`config.mk`:
```
export PLATFORM = sky130hd
export DESIGN_NAME = strela_clk_gate_ctrl
export DESIGN_NICKNAME = d
export VERILOG_FILES = /design/src/rtl/strela_cg_pkg.sv /design/src/rtl/strela_sat_counter.sv /design/src/rtl/strela_clk_gate_ctrl.sv
export SDC_FILE = /design/constraint.sdc
export NUM_CORES = 1
export LEC_CHECK = 0
export ABC_AREA = 1
export CAP_MARGIN = 15
export CORE_MARGIN = 2
export CORE_UTILIZATION = 50
export DETAILED_ROUTE_END_ITERATION = 10
export PLACE_DENSITY_LB_ADDON = 0.15
export SLEW_MARGIN = 0
export SYNTH_ARGS = -nofsm -noshare
export SYNTH_HDL_FRONTEND = slang
export SYNTH_HIERARCHICAL = 1
export SYNTH_SLANG_ARGS = --single-unit
```
`constraint.sdc`:
```
create_clock -name clk_i -period 2.05 [get_ports clk_i]
set_input_delay 0.41 -clock clk_i [delete_from_list [all_inputs] [get_ports clk_i]]
set_output_delay 0.41 -clock clk_i [all_outputs]
set_load 0.05 [all_outputs]
```
`src/rtl/strela_cg_pkg.sv`:
```
// Shared types and defaults for the STRELA fabric clock-gating controller.
package strela_cg_pkg;

  typedef enum logic [1:0] {
    ST_ACTIVE = 2'd0,
    ST_IDLE   = 2'd1,
    ST_GATED  = 2'd2,
    ST_WAKE   = 2'd3
  } cg_state_e;

  localparam int DEF_IDLE_CYCLES = 16;
  localparam int DEF_WAKE_CYCLES = 2;
  localparam int DEF_CNT_W       = 32;

  // Bits needed to hold 0..n, never less than one.
  function automatic int cnt_width(input int n);
    return (n < 1) ? 1 : $clog2(n + 1);
  endfunction

endpackage

```
`src/rtl/strela_sat_counter.sv`:
```
// Saturating up-counter with synchronous clear; clear wins over increment.
module strela_sat_counter #(
  parameter int W = 32
) (
  input  logic         i_clk,
  input  logic         i_rst,
  input  logic         i_inc,
  input  logic         i_clr,
  output logic [W-1:0] o_cnt
);

  logic [W-1:0] r_cnt;

  always_ff @(posedge i_clk or posedge i_rst) begin
    if (i_rst)                      r_cnt <= '0;
    else if (i_clr)                 r_cnt <= '0;
    else if (i_inc && (r_cnt != '1)) r_cnt <= r_cnt + W'(1);
  end

  assign o_cnt = r_cnt;

endmodule

```
`src/rtl/strela_clk_gate_ctrl.sv`:
```
// Fabric clock-gate enable controller: idle-timeout gating, wake handshake
// with settle interval, and a saturating gated-cycle profile counter.
module strela_clk_gate_ctrl
  import strela_cg_pkg::*;
#(
  parameter int IDLE_CYCLES = DEF_IDLE_CYCLES,
  parameter int WAKE_CYCLES = DEF_WAKE_CYCLES,
  parameter int CNT_W       = DEF_CNT_W
) (
  input  logic             clk_i,
  input  logic             rst_i,
  input  logic             gate_enable_i,
  input  logic             busy_i,
  input  logic             wake_req_i,
  output logic             wake_ack_o,
  output logic             clk_en_o,
  input  logic             gated_cnt_clr_i,
  output logic [CNT_W-1:0] gated_cnt_o,
  output logic [1:0]       state_o
);

  localparam int IW = cnt_width(IDLE_CYCLES);
  localparam int WW = cnt_width(WAKE_CYCLES);
  localparam logic [IW-1:0] IDLE_LAST = IW'(IDLE_CYCLES - 1);
  localparam logic [WW-1:0] WAKE_LAST = WW'((WAKE_CYCLES > 0) ? WAKE_CYCLES - 1 : 0);

  cg_state_e     r_state;
  logic [IW-1:0] r_idle_cnt;
  logic [WW-1:0] r_wake_cnt;
  logic          r_clk_en;
  logic          r_ack;
  logic          w_act;

  assign w_act = busy_i | wake_req_i | ~gate_enable_i;

  // Outputs are loaded alongside the state they belong to, so they always
  // reflect the registered state with no input-to-output path.
  always_ff @(posedge clk_i or posedge rst_i) begin
    if (rst_i) begin
      r_state    <= ST_ACTIVE;
      r_clk_en   <= 1'b1;
      r_ack      <= 1'b1;
      r_idle_cnt <= '0;
      r_wake_cnt <= '0;
    end else begin
      case (r_state)
        ST_ACTIVE: begin
          if (!w_act) begin
            r_state    <= ST_IDLE;
            r_idle_cnt <= '0;
          end
        end
        ST_IDLE: begin
          if (w_act) begin
            r_state <= ST_ACTIVE;
          end else if (r_idle_cnt == IDLE_LAST) begin
            r_state  <= ST_GATED;
            r_clk_en <= 1'b0;
            r_ack    <= 1'b0;
          end else begin
            r_idle_cnt <= r_idle_cnt + IW'(1);
          end
        end
        ST_GATED: begin
          // busy while gated is handled like a wake request
          if (w_act) begin
            r_clk_en <= 1'b1;
            if (WAKE_CYCLES == 0) begin
              r_state <= ST_ACTIVE;
              r_ack   <= 1'b1;
            end else begin
              r_state    <= ST_WAKE;
              r_wake_cnt <= '0;
            end
          end
        end
        ST_WAKE: begin
          if (r_wake_cnt == WAKE_LAST) begin
            r_state <= ST_ACTIVE;
            r_ack   <= 1'b1;
          end else begin
            r_wake_cnt <= r_wake_cnt + WW'(1);
          end
        end
        default: begin
          r_state  <= ST_ACTIVE;
          r_clk_en <= 1'b1;
          r_ack    <= 1'b1;
        end
      endcase
    end
  end

  strela_sat_counter #(.W(CNT_W)) u_gated_cnt (
    .i_clk (clk_i),
    .i_rst (rst_i),
    .i_inc (r_state == ST_GATED),
    .i_clr (gated_cnt_clr_i),
    .o_cnt (gated_cnt_o)
  );

  assign clk_en_o   = r_clk_en;
  assign wake_ack_o = r_ack;
  assign state_o    = r_state;

endmodule

```
# ---- Yosys cells after proc, flatten, opt, wreduce, memory -nomap -nowiden
# Index checks and enable logic that the tools add are counted.
dict set report op_classes {
  n_div 0
  addsub 3
  shifts 0
  bitwise_logic 3
  magnitude_cmp 0
  n_reduce_logical 12
  n_eq_ne 14
  muxes 21
  mul 0
}
# operator n
set op_table {}
lappend op_table {{32-bit 2-to-1 mux} 2}
lappend op_table {{32-bit by 1-bit adder with 32-bit output, second input constant} 1}
lappend op_table {{32-bit != test, second input constant} 1}
lappend op_table {{4-bit AND reduction} 4}
lappend op_table {{5-bit 2-to-1 mux} 3}
lappend op_table {{2-bit 2-to-1 mux} 7}
lappend op_table {{2-bit != test, second input constant} 7}
lappend op_table {{5-bit one-hot mux with 2 select lines} 1}
lappend op_table {{2-bit nonzero test} 5}
lappend op_table {{2-bit one-hot mux with 4 select lines} 1}
lappend op_table {{5-bit by 1-bit adder with 5-bit output, second input constant} 1}
lappend op_table {{5-bit by 4-bit == test with 1-bit output, second input constant} 1}
lappend op_table {{2-bit by 1-bit == test with 1-bit output, second input constant} 2}
lappend op_table {{2-bit == test, second input constant} 2}
lappend op_table {{1-bit 2-to-1 mux} 4}
lappend op_table {{1-bit one-hot mux with 2 select lines} 2}
lappend op_table {{2-bit one-hot mux with 2 select lines} 1}
lappend op_table {{3-bit != test, second input constant} 1}
lappend op_table {{3-bit AND reduction} 1}
lappend op_table {{2-bit by 1-bit adder with 2-bit output, second input constant} 1}
lappend op_table {{2-bit logical NOT} 1}
lappend op_table {{1-bit bitwise OR} 2}
lappend op_table {{1-bit logical AND} 1}
lappend op_table {{1-bit inverter} 1}
dict set report word_totals {
  latchBits 0
  mem_bits_rw 0
  mem_count 0
  reg_bits 43
  wordCells 59
  rom_bits 0
  input_bits 6
}

# ---- Depth between registers and ports, before layout
# Gate-level depths: netlist of run 1.
dict set report depth {
  word_depth 4
  depth_mapped 12
  mapped_depth_nobuf 11
}

# ---- Hierarchy
# Netlist of run 1, hierarchy kept.
# module cells_each seq_area_each_um2 n_inst area_each_um2
set by_module_without_submodules {}
lappend by_module_without_submodules {strela_sat_counter 360 800.8 1 2274.7}
lappend by_module_without_submodules {strela_clk_gate_ctrl 74 277.8 1 599.3}

# ---- Worst setup path after synthesis of run 1
# Ideal clock, no wire load.
dict set report synth_path {
  path_kind {register -> register}
  start {reg u_gated_cnt.r_cnt[1] (netlist: u_gated_cnt/o_cnt[1])}
  end {reg u_gated_cnt.r_cnt[13] (netlist: u_gated_cnt/o_cnt[13])}
  setup_ns 0.120
  synth_period_minus_slack_ns 2.101
  path_stages_with_launch 13
  t_required_ns 1.930
  t_arrival_ns 1.981
  setup_slack_ns -0.051
  n_path_buf 2
  cell_sequence {dfrtp_1 > ha_1 > nand2_1 > nor2_2 > nand2_4 > nor2_8 > nand2_4 > nand2_4 > nand2_4 > buf_6 > buf_8 > nand2_1 > nand2_1}
}
dict set report synth_via {
  elab_chain_len 3
  word_cells_on_any_way 6
  cone_classes {add/sub: 1; eq/ne: 1; mux: 2; reduce/logical: 2}
}
# item line
set synth_lines {}
lappend synth_lines {{start: declaration} strela_sat_counter.sv:12} ;# logic [W-1:0] r_cnt;
lappend synth_lines {{start signal: assignment} strela_sat_counter.sv:17} ;# else if (i_inc && (r_cnt != '1)) r_cnt <= r_cnt + W'(1);
lappend synth_lines {{32-bit by 1-bit adder with 32-bit output / 32-bit != test (equally long branches)} strela_sat_counter.sv:17}
lappend synth_lines {{32-bit 2-to-1 mux / 1-bit logical AND (equally long branches)} strela_sat_counter.sv:17}
lappend synth_lines {{32-bit 2-to-1 mux / 2-bit nonzero test (equally long branches)} n/a}
# Parallel ways exist; a longest one is shown, timed or not. The select of a mux whose other input is x is not followed.
# A chain may end at the register's enable or synchronous reset.

# ---- Worst setup path after layout of run 1
dict set report layout_path {
  start {reg u_gated_cnt.r_cnt[13] (netlist: u_gated_cnt/o_cnt[13])}
  end {out gated_cnt_o[13]}
}
# item line
set layout_lines {}
lappend layout_lines {{end: declaration} strela_clk_gate_ctrl.sv:18} ;# output logic [CNT_W-1:0] gated_cnt_o,
# No word-level cell between the ends.

==> results.md, run 1 <==
* Clock Skew at approximately 0.0074 ns
* Die Ht at approximately 80 um
* Worst R2R End: u_gated_cnt/o_cnt[12]
* Relative slew slack at 0.646
* Vias in the first global route at between 2k and 3k
* CP Cell Sequence: clkdlybuf4s50_1
* Cell family with most CP delay: buffers and inverters
* Non-filler cells, final at 558
* Via count at 2898
* Area grow syn2layout at 21.8%
* Post-Synthesis Cells at 434
* Tot Pwr at 0.00222 W
* WL per Instance at 12.8 um
* Final hold violation count at 0
* Critical Path Max Stage Delay at 0.84 ns
* Post-synth net total at 444
* Flop pwr share at 0.458
* HPWL Detailed at 5310 um
* R2R Path Start: u_gated_cnt/o_cnt[1]
* CP Launch Type: register
* RSZ-0062 raised after global routing: no
* Fin crit share at 0.977
* Placed Cells at 550
* PD cells at 635 mW/mm^2
* Clk pin slew, worst setup/hold paths at 0.09 ns
* CTS tree: built
* Clock Power Share at 0.245
* Layout cells sized above 1 at 0.107
* Comb pwr share at 0.297
* Clk_lat worst skew at 0.30 ns
* FP Rows at 27
* Netlist cell types at 32
* IO Pins at 42
* GP Congestion at between 0.9 and 1
* Final min period at 2.00 ns
* DRT Wirelength at 7160 um
* TritonCTS Buffers at 5
* DRT iter0 DRCs at 220
* Slowest cell on the critical path: clkdlybuf4s50_1
* VDD IR-drop max at 665 uV
* Largest net degree at the start of global routing at 33
* Worst Path Max Fanout at 6
* Area post-placement at ~0.0034 mm^2
* Worst path required time at 1.64 ns
* Post-route ant nets at 0
* Final Setup Violations at 0
* First-pass GRT wire length at approximately 13000 um
* Worst Tran Pin Value at around 0.53 ns
* CP arrival at around 1.6 ns
* DR DRC count at 0
* CTS Buffer Depth at 2
* Post-synthesis cell area at 0.00287 mm^2
* Die Area at 0.00637 mm^2
* Initial Util at 0.519
* Drt via density at a little over 5
* F_max at 0.499 GHz
* Clock Sinks at 43
* Root Buffer: clkbuf_8
* Die X at 79.8 um
* Net Sw Power at 0.000839 W
* Mapped Avg Cell Area at 6.62 um^2
* Max_cap viols at 0
* Outcome: finished, final reports clean
* N_diodes at 0
* Internal at 0.00138 W
* Final core utilization at 0.632
* Synthesis-stage register bit count at 43
* Total GRT Usage at 0.253
* CP endpoint kind: output pin
* Core Box Area at about 0.0055 mm^2
* Crit path buffers/inverters at 1
* # port buffers at between 40 and 50
* Reg2Reg Setup Slack at around 0.20 ns
* Slew Limit Fails at 0
* Synth warn at 6
* H-tree levels at 2
* Lkg Pwr at 1.70 nW
* GRT overflow at 0
* Worst Hold Class: in -> async
* R2R depth at 11
* Nets at between 400 and 500
* Post-CTS setup buffer count at 0
* Finished Cell Area at approximately 0.0035 mm^2
* Initial antenna violation count at 0
* WS Path Type: reg -> out
* Net Sw Frac at 0.378
* TritonRoute pass-1 iters at 5
* Final sum of negative setup slack at 0 ns
* Sequential area share after synthesis at 0.375
-- Yosys cell counts, drive strengths merged --
| master | number | share of area |
|---|---|---|
| buf | 5 | 0.014 |
| xnor2 | 1 | 0.0030 |
| clkinv | 1 | 0.0013 |
| a21oi | 5 | 0.0087 |
| nor3 | 3 | 0.0052 |
| clkbuf | 3 | 0.0039 |
| o21ai | 25 | 0.047 |
| nand4 | 13 | 0.030 |
| ha | 4 | 0.017 |
| dfrtp | 41 | 0.36 |
| nand3 | 37 | 0.064 |
| nand2 | 167 | 0.23 |
| dfstp | 2 | 0.018 |
| or2 | 2 | 0.0044 |
| and2 | 2 | 0.0044 |
| nor2 | 69 | 0.11 |
| xor2 | 3 | 0.0091 |
| o22ai | 1 | 0.0022 |
| inv | 47 | 0.061 |
| o21bai | 2 | 0.0052 |
| nand3b | 1 | 0.0026 |
-- area by class of cell --
type / instances / area, um^2
clock buffer: 6 / 72.6
clock inverter: 2 / 13.8
fill: 540 / 2040
inverter: 48 / 183
multi-input combinational: 335 / 1570
sequential: 43 / 1080
tap: 72 / 90.1
timing repair buffer: 52 / 492
-- flip-flops by register name, summed over array words and instances, names as in the netlist, named ones only --
| name | count |
|---|---|
| r_idle_cnt | 5 |
| state_o | 1 |
| r_wake_cnt | 2 |
| clk_en_o | 1 |
| u_gated_cnt/o_cnt | 32 |
| wake_ack_o | 1 |
-- stage by stage --
| step | hold slack (ns) | setup slack (ns) |
|---|---|---|
| floorplan | 0.261 | 0.109 |
| global placement | 0.475 | 0.256 |
| global route | 0.478 | 0.00174 |
| finish | 0.428 | 0.0467 |
| detailed placement | 0.473 | 0.183 |
| CTS | 0.435 | 0.00591 |
-- kinds of logic after synthesis --
kind of cell               Yosys count  share of synthesized area
xor gates and xnor gates             4                     0.0122
DFF                                 43                      0.375
AOI/OAI and AO/OA                   33                     0.0636
and+or+nand+nor                    294                      0.451
buffers and inverters               56                     0.0810
adders and majority gates            4                     0.0174
-- how the worst max path moves through the flow --
stage | startpoint | end | slack (ns) | depth (start not counted)
floorplan | u_gated_cnt/o_cnt[1] | u_gated_cnt/o_cnt[13] | 0.11 | 12
global placement | u_gated_cnt/o_cnt[1] | u_gated_cnt/o_cnt[13] | 0.26 | 11
detailed placement | u_gated_cnt/o_cnt[1] | u_gated_cnt/o_cnt[1] | 0.18 | 11
CTS | state_o[0] | state_o[0] | 0.006 | 1
global route | u_gated_cnt/o_cnt[1] | u_gated_cnt/o_cnt[12] | 0.002 | 11
finish | u_gated_cnt/o_cnt[13] | gated_cnt_o[13] | 0.05 | 1
-- per-layer routing --
| layer | global-route usage | routed length [um] | vias to the layer above |
|---|---|---|---|
| li1 | - | - | 1469 |
| met4 | 0.0780 | 103 | 0 |
| met2 | 0.416 | 3340 | 80 |
| met5 | 0 | 0 | - |
| met3 | 0.0396 | 376 | 10 |
| met1 | 0.342 | 3350 | 1339 |
-- timing repair --
action,in CTS,in global routing
setup endpoints to repair,1,29
pin swaps,0,0
gates resized for setup,1,9
hold buffers,0,0
-- power groups by stage --
stage | clock network (W) | registers (W) | logic [W]
after floorplan | 0 | 0.00113 | 0.000385
after global placement | 0 | 0.00103 | 0.000641
after detailed placement | 0 | 0.00103 | 0.000657
after CTS | 0.000560 | 0.00102 | 0.000660
after global routing | 0.000596 | 0.00103 | 0.000738
final | 0.000543 | 0.00102 | 0.000659
-- placed cells by master, fill, tap and decap left out, types with 3 or more instances in the layout --
master             n
ha_1               4
nand3_1           37
nand2_2            3
nand4_1           12
nor2_1            60
dfrtp_1           39
dlymetal6s2s_1     6
a21oi_1            5
nor2_4             4
buf_4             17
nor3_1             3
xor2_1             3
o21ai_0           20
o21ai_2            3
nor2_2             4
clkdlybuf4s50_1   28
inv_1             45
nand2_1          160
clkbuf_8           5
nand2_4            4
Note: power is estimated with default switching activity, not from simulation.
==> inputs of run 2 (changes only) <==
--- a/config.mk
+++ b/config.mk
@@ -8,7 +8,7 @@
 export ABC_AREA = 1
 export CAP_MARGIN = 15
 export CORE_MARGIN = 2
-export CORE_UTILIZATION = 50
+export CORE_UTILIZATION = 55
 export DETAILED_ROUTE_END_ITERATION = 10
 export PLACE_DENSITY_LB_ADDON = 0.15
 export SLEW_MARGIN = 0
@@ -16,3 +16,4 @@
 export SYNTH_HDL_FRONTEND = slang
 export SYNTH_HIERARCHICAL = 1
 export SYNTH_SLANG_ARGS = --single-unit
+export TNS_END_PERCENT = 1
==> run 2 against run 1 <==
Cell area down 0.18%. First-iteration DRC count up 3.6%. Highest routed layer unchanged. Critical path type unchanged. Global-route usage up 0.36 points. Clock skew down 0.00083 ns.
==> results.md, run 2 (synthesized netlist as in run 1, its figures left out) <==
* Total GRT Usage at 0.256 (+0.00361)
* PD cells at 634 mW/mm^2 (-0.12%)
* Lkg Pwr at 1.74 nW (+2.3%)
* R2R Path Start: u_gated_cnt/o_cnt[1]
* Clock Sinks at 43 (unchanged)
* Crit path buffers/inverters at 1 (unchanged)
* Final hold violation count at 0 (unchanged)
* Slowest cell on the critical path: clkdlybuf4s50_1
* FF/Latch Area at 0.00108 mm^2 (unchanged)
* CP endpoint kind: output pin
* Commonest non-fill, non-tap cell in the layout: nand2_1
* Worst Path Max Fanout at 5 (-1)
* DRT Wirelength at 7070 um (-1.3%)
* WS Path Type: reg -> out
* CP arrival at 1.59 ns (about the same)
* Area grow syn2layout at 21.5%
* Die Area at 0.00582 mm^2 (-8.6%)
* Via count at 2900 (+0.069%)
* Non-filler cells, final at 555 (-0.54%)
* Max_cap viols at 0 (unchanged)
* Fin crit share at 0.976 (-0.00114)
* Crit path launch: u_gated_cnt/o_cnt[9]
* CP Cell Sequence: clkdlybuf4s50_1
* Layout cells sized above 1 at 0.103 (-0.00390)
* Initial antenna violation count at 0 (unchanged)
* CP Launch Type: register
* Drt via density at 5.23 (+0.61%)
* FP Rows at 26 (-3.7%)
* Outcome: finished, final reports clean
* H-tree levels at 2 (unchanged)
* F_max at 0.500 GHz (+0.12%)
* Worst path required time at 1.64 ns (about the same)
* IO Pins at 42 (unchanged)
* Core Box Area at 0.00507 mm^2 (-8.4%)
* Cell family with most CP delay: buffers and inverters
* Slew Limit Fails at 0 (unchanged)
* Final sum of negative setup slack at 0 ns (unchanged)
* CTS tree: built
* # fillers at 469 (-13%)
* Final Setup Violations at 0 (unchanged)
* HPWL Detailed at 5310 um (about the same)
* DR DRC count at 0 (unchanged)
* CTS Buffer Depth at 2 (unchanged)
* Placed Cells at 547 (-0.55%)
* Reg2Reg Setup Slack at 0.16 ns (-0.04 ns)
* Clk pin slew, worst setup/hold paths at 0.09 ns (about the same)
* TritonRoute pass-1 iters at 4 (-1)
* Die Ht at 76.3 um (-4.4%)
* Post-route ant nets at 0 (unchanged)
* Vias in the first global route at 2641 (-4.3%)
* Multi-input combinational cell area at 0.00156 mm^2 (-0.32%)
* Clock Skew at 0.00660 ns (-0.000829 ns)
* Most frequent cells in the layout: nand2_1, nor2_1, inv_1
* TritonCTS Buffers at 5 (unchanged)
* Nets at 494 (-0.20%)
* Final min period at 2.00 ns (-0.00233 ns)
* Root Buffer: clkbuf_8
* Clk_lat worst skew at 0.30 ns (about the same)
* Worst Tran Pin Value at 0.518 ns (-0.0110 ns)
* N_diodes at 0 (unchanged)
* Die X at 76.3 um (-4.4%)
* Tot Pwr at 0.00221 W (-0.30%)
* WL per Instance at 12.7 um (-0.76%)
* Largest net degree at the start of global routing at 33 (unchanged)
* Relative slew slack at 0.654 (+0.00733)
* First-pass GRT wire length at 12000 um (-5.7%)
* DRT iter0 DRCs at 228 (+3.6%)
* GRT overflow at 0 (unchanged)
* Worst Hold Class: in -> async
* Max reg flops at 32 (unchanged)
* # port buffers at 41 (unchanged)
* Initial Util at 0.566 (+0.0476)
* RSZ-0062 raised after global routing: no
* VDD IR-drop max at 739 uV (+11%)
* GP Congestion at 0.944 (-1.6%)
* Critical Path Max Stage Delay at 0.84 ns (about the same)
-- run 2: cell count changes in the layout (fill, tap and decap cells not counted), sizes merged --
cell	previous run	this run
buf	17	15
clkdlybuf4s50	28	27
clkinvlp	0	1
dlygate4sd2	1	0
dlymetal6s2s	6	9
inv	47	46
-- run 2: report_power, final --
part / internal [W] / total [W] / switching (W) / leakage [nW]
clock: 0.000238 / 0.000541 / 0.000303 / 0.0412
sequential: 0.000935 / 0.00102 / 0.0000813 / 0.584
combinational: 0.000205 / 0.000657 / 0.000452 / 1.12
-- run 2: area by class of cell --
cell class / count / area share
clock buffer: 6 / 0.0208
clock inverter: 2 / 0.00358
inverter: 48 / 0.0519
multi-input combinational: 335 / 0.447
sequential: 43 / 0.309
tap: 70 / 0.0251
timing repair buffer: 51 / 0.142
-- run 2: per-stage QoR --
stage	setup WS, ns	utilization	hold WS, ns	area, um^2
floorplan	0.109	-	0.261	2880
global placement	0.227	0.667	0.470	3380
detailed placement	0.162	0.667	0.465	3380
CTS	0.00229	0.684	0.437	3470
global route	0.00484	0.688	0.505	3490
finish	0.0490	0.688	0.426	3490
-- run 2: worst paths after layout --
kind / to / depth (start not counted)
hold / removal: state_o[0] / 2
max in group asynchronous: u_gated_cnt/o_cnt[0] / 3
hold reg to reg: wake_ack_o / 2
setup / recovery: gated_cnt_o[9] / 1
setup reg to reg: u_gated_cnt/o_cnt[12] / 10
min in group clk_i: wake_ack_o / 2
-- run 2: repair_timing --
action	in CTS	in global routing
hold buffers	0	0
endpoints found under the setup margin	0	18
resized for setup	0	10
setup buffers	0	0
-- run 2: per-layer routing --
| layer | wire, um | vias up | GRT usage |
|---|---|---|---|
| li1 | - | 1465 | - |
| met1 | 3260 | 1327 | 0.334 |
| met2 | 3330 | 93 | 0.422 |
| met3 | 342 | 15 | 0.0450 |
| met4 | 141 | 0 | 0.109 |
| met5 | 0 | - | 0 |
==> inputs of run 3 (changes only) <==
--- a/config.mk
+++ b/config.mk
@@ -16,4 +16,4 @@
 export SYNTH_HDL_FRONTEND = slang
 export SYNTH_HIERARCHICAL = 1
 export SYNTH_SLANG_ARGS = --single-unit
-export TNS_END_PERCENT = 1
+export TNS_END_PERCENT = 50
==> results of run 3 <==
The final DEF is identical to that of run 2; final timing and power are the same.
